[config.mk]
export PLATFORM = sky130hd
export DESIGN_NAME = preempt_handler
export DESIGN_NICKNAME = d
export VERILOG_FILES = /design/src/rtl/preempt_pkg.sv /design/src/rtl/ctx_table.sv /design/src/rtl/preempt_handler.sv
export SDC_FILE = /design/constraint.sdc
export NUM_CORES = 1
export LEC_CHECK = 0
export BUFFER_PORTS_ARGS = -buffer_cell sky130_fd_sc_hd__buf_2
export CORE_MARGIN = 2
export CORE_UTILIZATION = 30
export CTS_CLUSTER_DIAMETER = 40
export DETAILED_ROUTE_END_ITERATION = 7
export HOLD_SLACK_MARGIN = 0.08
export MAX_ROUTING_LAYER = met4
export PLACE_DENSITY = 0.53
export SLEW_MARGIN = 10
export SYNTH_ARGS = -nofsm -noshare
export SYNTH_HDL_FRONTEND = slang
export SYNTH_SLANG_ARGS = --single-unit
[constraint.sdc]
create_clock -name clk -period 3.4 [get_ports clk]
set_input_delay 0.34 -clock clk [delete_from_list [all_inputs] [get_ports clk]]
set_output_delay 0.34 -clock clk [all_outputs]
set_load 0.1 [all_outputs]
[src/rtl/preempt_pkg.sv]
`default_nettype none
// ============================================================================
//  Module      : preempt_pkg
//  Description : Shared types for the preemption context-switch handler.
//                Holds the FSM state encoding, the saved-context record and
//                the round-robin successor function.
//  Revision    : 1.0 - initial release
// ============================================================================
package preempt_pkg;

    // The context record carries these widths. The handler's ADDR_W/DATA_W
    // default to the same values and must stay equal to them.
    localparam int c_ctx_addr_w = 10;
    localparam int c_ctx_data_w = 16;

    typedef enum logic [2:0] {
        ST_BOOT     = 3'd0,
        ST_IDLE     = 3'd1,
        ST_WAIT_BND = 3'd2,
        ST_SAVE     = 3'd3,
        ST_LOAD     = 3'd4,
        ST_RESUME   = 3'd5
    } state_t;

    typedef struct packed {
        logic [c_ctx_addr_w-1:0] pc;
        logic [c_ctx_data_w-1:0] acc;
    } ctx_t;

    // Round-robin successor: wraps from the last process back to 0.
    // With a single process the successor is always 0.
    function automatic int unsigned next_proc(input int unsigned idx,
                                              input int unsigned num_proc);
        return (idx + 1 >= num_proc) ? 0 : idx + 1;
    endfunction

endpackage
`default_nettype wire

[src/rtl/ctx_table.sv]
`default_nettype none
// ============================================================================
//  Module      : ctx_table
//  Description : NUM_PROC-entry flop-based register file of saved contexts.
//                One synchronous write port, one asynchronous read port.
//                Reset loads each entry with its base PC
//                (index in the top PROC_W bits of the PC) and ACC = 0.
//  Ports       : clk, rst_n          - clock, async active-low reset
//                i_we/i_waddr/i_wdata - write port
//                i_raddr/o_rdata     - combinational read port
//  Revision    : 1.0 - initial release
// ============================================================================
module ctx_table
    import preempt_pkg::*;
#(
    parameter int NUM_PROC = 4,
    parameter int PROC_W   = 2
) (
    input  logic              clk,
    input  logic              rst_n,
    input  logic              i_we,
    input  logic [PROC_W-1:0] i_waddr,
    input  ctx_t              i_wdata,
    input  logic [PROC_W-1:0] i_raddr,
    output ctx_t              o_rdata
);

    ctx_t r_mem [NUM_PROC];

    always_ff @(posedge clk or negedge rst_n) begin
        if (!rst_n) begin
            for (int i = 0; i < NUM_PROC; i++) begin
                r_mem[i].acc                              <= '0;
                r_mem[i].pc                               <= '0;
                r_mem[i].pc[c_ctx_addr_w-1 -: PROC_W]     <= PROC_W'(i);
            end
        end else begin
            for (int i = 0; i < NUM_PROC; i++) begin
                if (i_we && (i_waddr == PROC_W'(i))) begin
                    r_mem[i] <= i_wdata;
                end
            end
        end
    end

    always_comb begin
        o_rdata = r_mem[0];
        for (int i = 1; i < NUM_PROC; i++) begin
            if (i_raddr == PROC_W'(i)) begin
                o_rdata = r_mem[i];
            end
        end
    end

endmodule
`default_nettype wire

[src/rtl/preempt_handler.sv]
`default_nettype none
// ============================================================================
//  Module      : preempt_handler
//  Description : Round-robin context switcher driven by the preemption
//                timer. Waits for an instruction boundary, saves PC/ACC of
//                the running process, reloads the next process, flushes IR
//                and re-arms the timer.
//  Ports       : clk, rst_n       - clock, async active-low reset
//                i_enable         - scheduler enable
//                i_preempt        - timer pulse
//                i_instr_done     - instruction retires this cycle
//                i_pc_in/i_acc_in - running process state
//                o_halt_cpu, o_ir_flush, o_ctx_load, o_start_count - control
//                o_pc_out/o_acc_out - incoming process state (registered)
//                o_cur_proc       - running process index
//                o_switch_busy    - FSM not idle
//  Revision    : 1.0 - initial release
// ============================================================================
module preempt_handler
    import preempt_pkg::*;
#(
    parameter int DATA_W   = c_ctx_data_w,
    parameter int ADDR_W   = c_ctx_addr_w,
    parameter int NUM_PROC = 4,
    parameter int PROC_W   = (NUM_PROC > 1) ? $clog2(NUM_PROC) : 1
) (
    input  logic              clk,
    input  logic              rst_n,
    input  logic              i_enable,
    input  logic              i_preempt,
    input  logic              i_instr_done,
    input  logic [ADDR_W-1:0] i_pc_in,
    input  logic [DATA_W-1:0] i_acc_in,
    output logic              o_halt_cpu,
    output logic              o_ir_flush,
    output logic              o_ctx_load,
    output logic [ADDR_W-1:0] o_pc_out,
    output logic [DATA_W-1:0] o_acc_out,
    output logic              o_start_count,
    output logic [PROC_W-1:0] o_cur_proc,
    output logic              o_switch_busy
);

    state_t            r_state, w_state_nxt;
    logic              r_pending, w_pending_nxt;
    logic              r_boot_go;
    logic [PROC_W-1:0] r_cur_proc, w_nxt_proc;
    logic [ADDR_W-1:0] r_save_pc, r_pc_out;
    logic [DATA_W-1:0] r_save_acc, r_acc_out;
    ctx_t              w_save_ctx, w_rd_ctx, w_load_ctx;

    assign w_nxt_proc = PROC_W'(next_proc(32'(r_cur_proc), NUM_PROC));
    assign w_save_ctx = '{pc: r_save_pc, acc: r_save_acc};

    // The table write of SAVE lands on the same edge that captures the
    // reload, so a self-switch (single process) must take the save regs.
    assign w_load_ctx = (w_nxt_proc == r_cur_proc) ? w_save_ctx : w_rd_ctx;

    ctx_table #(
        .NUM_PROC (NUM_PROC),
        .PROC_W   (PROC_W)
    ) u_ctx_table (
        .clk     (clk),
        .rst_n   (rst_n),
        .i_we    (r_state == ST_SAVE),
        .i_waddr (r_cur_proc),
        .i_wdata (w_save_ctx),
        .i_raddr (w_nxt_proc),
        .o_rdata (w_rd_ctx)
    );

    always_ff @(posedge clk or negedge rst_n) begin
        if (!rst_n) begin
            r_state    <= ST_BOOT;
            r_pending  <= 1'b0;
            r_boot_go  <= 1'b0;
            r_cur_proc <= '0;
            r_save_pc  <= '0;
            r_save_acc <= '0;
            r_pc_out   <= '0;
            r_acc_out  <= '0;
        end else begin
            r_state   <= w_state_nxt;
            r_pending <= w_pending_nxt;
            // Goes high on the first edge after release; keeps the BOOT
            // timer-arm pulse out of the reset period itself.
            r_boot_go <= 1'b1;
            if ((r_state == ST_WAIT_BND) && i_instr_done) begin
                r_save_pc  <= i_pc_in;
                r_save_acc <= i_acc_in;
            end
            if (r_state == ST_SAVE) begin
                r_pc_out  <= w_load_ctx.pc;
                r_acc_out <= w_load_ctx.acc;
            end
            if (r_state == ST_LOAD) begin
                r_cur_proc <= w_nxt_proc;
            end
        end
    end

    always_comb begin
        w_state_nxt   = r_state;
        w_pending_nxt = r_pending;
        o_halt_cpu    = 1'b0;
        o_ir_flush    = 1'b0;
        o_ctx_load    = 1'b0;
        o_start_count = 1'b0;
        case (r_state)
            ST_BOOT: begin
                o_start_count = r_boot_go;
                if (r_boot_go) begin
                    w_state_nxt = ST_IDLE;
                end
            end
            ST_IDLE: begin
                if (i_preempt && i_enable) begin
                    w_state_nxt = ST_WAIT_BND;
                end
            end
            ST_WAIT_BND: begin
                if (i_preempt) begin
                    w_pending_nxt = 1'b1;
                end
                if (i_instr_done) begin
                    w_state_nxt = ST_SAVE;
                end
            end
            ST_SAVE: begin
                o_halt_cpu = 1'b1;
                o_ir_flush = 1'b1;
                if (i_preempt) begin
                    w_pending_nxt = 1'b1;
                end
                w_state_nxt = ST_LOAD;
            end
            ST_LOAD: begin
                o_halt_cpu = 1'b1;
                o_ctx_load = 1'b1;
                if (i_preempt) begin
                    w_pending_nxt = 1'b1;
                end
                w_state_nxt = ST_RESUME;
            end
            ST_RESUME: begin
                o_start_count = 1'b1;
                w_pending_nxt = 1'b0;
                // A pulse arriving in RESUME is folded into the pending
                // decision so it is never left stranded in the flag.
                if ((r_pending || i_preempt) && i_enable) begin
                    w_state_nxt = ST_WAIT_BND;
                end else begin
                    w_state_nxt = ST_IDLE;
                end
            end
            default: begin
                w_state_nxt = ST_BOOT;
            end
        endcase
    end

    assign o_switch_busy = (r_state != ST_IDLE);
    assign o_pc_out      = r_pc_out;
    assign o_acc_out     = r_acc_out;
    assign o_cur_proc    = r_cur_proc;

endmodule
`default_nettype wire
### Yosys cells after proc, flatten, opt, wreduce, memory -nomap -nowiden

Cells that the tools add are included.

| cells by class | value |
|---|---|
| $add $sub $neg | 1 |
| order comparisons | 1 |
| eq/ne operators | 17 |
| reduce and logical (&&, ||, !) cells | 15 |
| mux-type cells | 16 |

Operators by type and width:

| operator | number |
|---|---|
| 2-to-1 mux 26 bit | 4 |
| one-hot mux 3 bit (6 select lines) | 1 |
| 2-to-1 mux 3 bit | 3 |
| equality test 2 bit, second input constant | 4 |
| logical AND 1 bit | 7 |
| equality test 3 x 2 -> 1 bit, second input constant | 2 |
| equality test 3 bit, second input constant | 2 |
| inequality test 2 bit, second input constant | 3 |
| equality test 2 x 1 -> 1 bit, second input constant | 2 |
| 2-to-1 mux 1 bit | 4 |
| 2-to-1 mux 2 bit | 2 |
| one-hot mux 1 bit (2 select lines) | 2 |
| adder 2 x 1 -> 3 bit, second input constant | 1 |
| equality test 3 x 1 -> 1 bit, second input constant | 1 |
| >= comparator 3 bit, second input constant | 1 |
| logical NOT 3 bit | 1 |
| inequality test 3 x 1 -> 1 bit, second input constant | 1 |
| AND reduction 3 bit | 1 |
| OR reduction 3 bit | 1 |
| equality test 2 bit | 1 |
| logical NOT 2 bit | 1 |
| inequality test 2 x 1 -> 1 bit, second input constant | 1 |
| AND reduction 2 bit | 1 |
| nonzero test 2 bit | 1 |
| 2 further kinds | 2 |

| word-level totals | value |
|---|---|
| input port bits | 31 |
| register bits after elaboration | 163 |

### Depth between registers and ports, before layout

| depth | value |
|---|---|
| depth in word-level cells | 8 |
| depth in mapped cells | 8 |

### Cells and area by module

A second synthesis with hierarchy kept.

| unflattened totals | value |
|---|---|
| cell total of the unflattened synthesis | 499 |
| area total of the unflattened synthesis | 7,171.9 um^2 |

Modules (own cells, without submodules):

| module | cells an instance | times used | area each (um^2) | sequential area each (um^2) |
|---|---|---|---|---|
| ctx_table | 252 | 1 | 4,525.6 | 2,607.5 |
| preempt_handler | 247 | 1 | 2,646.3 | 1,476.4 |

### Least setup slack after synthesis

Ideal clock, no wire load.

| timing path | value |
|---|---|
| kind | register -> output |
| from | register r_state[2] |
| to | output o_start_count |
| path buffers | 1 |
| cell stages (with the launch flop) | 5 |
| slack | 0.735 ns |
| data arrival time | 2.325 ns |
| required time | 3.060 ns |
| cell sequence | dfrtp_1 -> clkbuf_1 -> nor2_1 -> nand2_1 -> a21oi_1 |

| on the way | value |
|---|---|
| cells in the longest elaborated chain, start to end | 2 |
| elaborated cells between the ends (all ways) | 3 |

RTL lines:

| element | line | text |
|---|---|---|
| start, declared | preempt_handler.sv:44 | `state_t r_state, w_state_nxt;` |
| start signal, assigned | preempt_handler.sv:83 | `r_state <= w_state_nxt;` |
| equality test 3 bit / logical NOT 3 bit (equally long branches) | preempt_handler.sv:109 | `case (r_state)` |
| one-hot mux 1 bit (2 select lines) (*) | preempt_handler.sv:109 |  |
| end, declared | preempt_handler.sv:39 | `output logic o_start_count,` |

Every way passes the cells marked *; elsewhere a longest branch is shown, timed or not.

### Worst setup path after layout

| timing path | value |
|---|---|
| from | register r_state[1] |
| to | output o_halt_cpu |

| on the way | value |
|---|---|
| cells in the longest elaborated chain, start to end | 3 |
| elaborated cells between the ends (all ways) | 4 |

RTL lines:

| element | line | text |
|---|---|---|
| equality test 3 bit / equality test 3 x 2 -> 1 bit (equally long branches) | preempt_handler.sv:109 |  |
| OR reduction 2 bit (no line) (*) | n/a |  |
| 2-to-1 mux 1 bit (*) | preempt_handler.sv:109 |  |
| end, declared | preempt_handler.sv:34 | `output logic o_halt_cpu,` |

Marks and branches as above.

==> impl_metrics.tcl <==
set metrics [dict create \
    final_layout_size_suffix_gt1_share_pct 44.1 \
    critical_path.endpoint_type "primary output" \
    post_synth_and_or_nand_nor_area_fraction_pct 7.71 \
    crit_required_ps 3060 \
    syn_to_final_growth_pct 16.6 \
    yosys_register_bits 163 \
    io_pins 64 \
    xor_and_xnor_area_share_after_synthesis_pct 0.216 \
    via_per_inst 5.29 \
    routed-via-count 4901 \
    cpMaxStageDelayCell "dfrtp_1" \
    clock_power_share_pct 20.7 \
    worst_pin_slew_ps 900 \
    worst_setup_path_start_kind "flop" \
    period_share_pct 85.5 \
    syn-mean-instance-area_um2 14.0 \
    power.share.switching_pct 43.6 \
    row_count 57 \
    hp-start "i_pc_in[1]" \
    r2r.worst_path.cells 6 \
    critPathMaxStageDelay_ps 750 \
    power.internal_mw 5.58 \
    number_of_buffers_and_inverters_on_the_critical_path 2 \
    syn-instance-count 538 \
    seq_power_share_pct 34.6 \
    dr.first_iter.drc_count 324 \
    clock.fmax_mhz 344 \
    clk_pin_slew_worst_paths_ps 60 \
    grt_start_max_net_pins 93 \
    path_class "flop to primary output" \
    gp_congestion 0.742 \
    cts_buffer_depth 2 \
    synth_sequential_area_ratio_pct 54.2 \
    power_frac_comb_pct 44.7 \
    rsz_0062_raised_after_global_routing "false" \
    grtUsageTotal_pct 15.7 \
    most-common-layout-cells "dfrtp_1 (159), mux2_2 (127), buf_2 (62)" \
    setup_viol_count_final 0 \
    synthesis.yosys.warnings 0 \
    worst_skew_pair.late_latency_ps 430 \
    antenna-diode-count 0 \
    totalWireLength_um 19500 \
    worst_hold_slack_ps 135 \
    critical_path_peak_fanout 28 \
    fin_tns_setup_ps 0 \
    timing.critical_path.cells "nand3b_4 -> inv_6 -> or2_2 -> buf_2" \
    family_of_cells_with_the_greatest_summed_delay_on_the_critical_path "flip-flops" \
    layout.nets 628 \
    cts_num_sinks 163 \
    post_cts.resized_instances 0 \
    synth_compound_area_share_pct 8.34 \
    first_pass_grt_wire_length_um 30500 \
    cts_tree "yes" \
    synth.distinct_cells 32 \
    type_of_the_tightest_min_delay_check "input pin to flop" \
    htree_num_levels 4 \
    root_buffer "clkbuf_16" \
    residual_antenna_violating_net_count_after_detailed_routing 0 \
    max-slew-margin-rel_pct 40.0 \
    multiplexer_share_of_the_synthesized_area_pct 24.7 \
    most_frequent_standard_cell_in_the_layout_excluding_fill_and_tap_cells "dfrtp_1" \
    r2r-end "o_pc_out[5]$_DFFE_PN0P_" \
    drt-pass1-iter-count 4 \
    arrival_ps 2570 \
    drt-wirelength-per-cell_um 21.0 \
    synth_top_family_by_area "multiplexers" \
    yosys.area_share.adder_pct 1.16 \
    number_of_global_route_vias_before_repair 5251 \
    worstHoldEndpoint "r_save_pc[1]$_DFFE_PN0P_" \
    hold_viol 0 \
    power-per-cell-area_nw_per_um2 1130 \
    max-vdd-ir-drop_mv 0.780 \
    buffer_ports.inserted 63 \
    period_minus_slack_ps 2910 \
    p_sw_mw 4.32 \
    post_synth_instance_area_um2 7530 \
    worst_hold_path.num_cells 2 \
    drv.max_cap_violation_count 0 \
    p_leak_nw 4.13 \
    chipHeight_um 162 \
    timing_max_transition_violations_final 0 \
    die_w_um 162 \
    r2r_setup_slack_ps 860 \
    post-dp-hpwl_um 11500 \
    grt_residual_overflow 0 \
    grt_antenna_before_repair 0 \
    start_util_pct 30.8 \
    die-area_um2 26400 \
    detail_route.drc_violations 0 \
    core-area_um2 24500 \
    post_synthesis_net_count 576 \
    timing.clock.skew_ps 13.2 \
    cts_inserted_buffers 17 \
    outcome "finished, final reports clean" \
    worstReg2RegStart "o_cur_proc[0]$_DFFE_PN0P_" \
]
==> metal layers <==
| metal | global-route usage (%) | part of all wire (%) |
|---|---|---|
| met1 | 20.9 | 46 |
| met2 | 23.8 | 46 |
| met3 | 3.64 | 5.8 |
| met4 | 5.19 | 1.4 |
| met5 | - | 0 |
==> layout make-up <==
class                      instances  area [µm²]
sequential                       163        4080
clock inverter                    12         178
clock buffer                      20         447
timing repair buffer              76         447
fill                            2334       15700
tap                              324         405
multi-input combinational        328        3200
inverter                           4        20.0
==> worst reg2reg max path: stages, from the launching register on <==
cell	delay, ps
dfrtp_1	470
inv_1	190
ha_1	500
nand2b_1	530
buf_4	370
o221ai_1	160
o21ai_0	230
==> metrics by stage <==
stage	instance area, µm²	util [%]	setup WS, ps	power, mW	cells
after floorplan	7530	-	735	6.69	538
after global placement	8140	33.3	1010	7.72	894
after CTS	8780	35.9	503	9.97	927
after global routing	8780	35.9	349	10.4	927
final	8780	35.9	494	9.90	927
after detailed placement	8140	33.3	843	7.88	894
==> worst max-delay path by stage <==
stage | startpoint | slack, ps | depth (start not counted) | to
6_report | r_state[1]$_DFFE_PN0P_ | 490 | 4 | o_halt_cpu
5_1_grt | r_state[1]$_DFFE_PN0P_ | 350 | 4 | o_halt_cpu
2_1_floorplan | r_state[2]$_DFFE_PN0P_ | 740 | 4 | o_start_count
3_3_place_gp | r_state[1]$_DFFE_PN0P_ | 1010 | 4 | o_halt_cpu
4_1_cts | r_state[1]$_DFFE_PN0P_ | 500 | 4 | o_halt_cpu
3_5_place_dp | o_cur_proc[0]$_DFFE_PN0P_ | 840 | 6 | o_pc_out[5]$_DFFE_PN0P_
==> power by group through the flow <==
| stage | sequential [mW] | combinational, mW | clock [mW] |
|---|---|---|---|
| after global routing | 3.54 | 4.69 | 2.18 |
| after global placement | 3.40 | 4.33 | 0 |
| after detailed placement | 3.45 | 4.43 | 0 |
| final | 3.42 | 4.43 | 2.05 |
| after floorplan | 4.12 | 2.57 | 0 |
| after CTS | 3.42 | 4.44 | 2.10 |
==> sequential cells by signal, summed over array words and instances, names as in the netlist <==
register           cells
u_ctx_table.r_mem    104
r_pending              1
r_state                3
o_pc_out              10
r_save_acc            16
o_cur_proc             2
o_acc_out             16
r_boot_go              1
r_save_pc             10
==> kinds of logic after synthesis <==
group / count (synthesis)
and+or+nand+nor: 74
buffers and inverters: 47
adders and majority gates: 7
DFF: 163
AOI/OAI and AO/OA: 85
muxes: 160
xor gates and xnor gates: 1
other: 1
==> cells in the mapped netlist <==
cell type,instances,share of area [%]
and2_1,1,0.083
nand2_1,4,0.20
mux2_2,127,19
dfstp_2,4,1.4
nand3b_4,1,0.27
o221ai_1,26,3.0
nor2_1,5,0.25
buf_4,5,0.50
a32oi_1,26,3.0
or3b_2,2,0.23
clkbuf_1,24,1.2
a21o_1,1,0.10
conb_1,1,0.050
inv_6,1,0.12
and4b_1,26,3.5
o21ai_0,26,1.7
or2_2,3,0.25
o21a_1,1,0.10
inv_1,3,0.15
dfrtp_1,159,53
a21oi_1,4,0.27
o31ai_1,1,0.10
nand2_4,4,0.60
mux2_1,17,2.5
ha_1,7,1.2
buf_2,6,0.40
buf_6,8,1.2
xnor2_2,1,0.22
mux2_4,16,3.2
nand2b_1,26,2.2
nor2b_1,1,0.083
nor4bb_1,1,0.13
==> repair_timing <==
item,CTS,global route
hold endpoints to repair,86,0
buffers inserted,0,0
hold buffers,1,0
(Power assumes the default switching activity.)
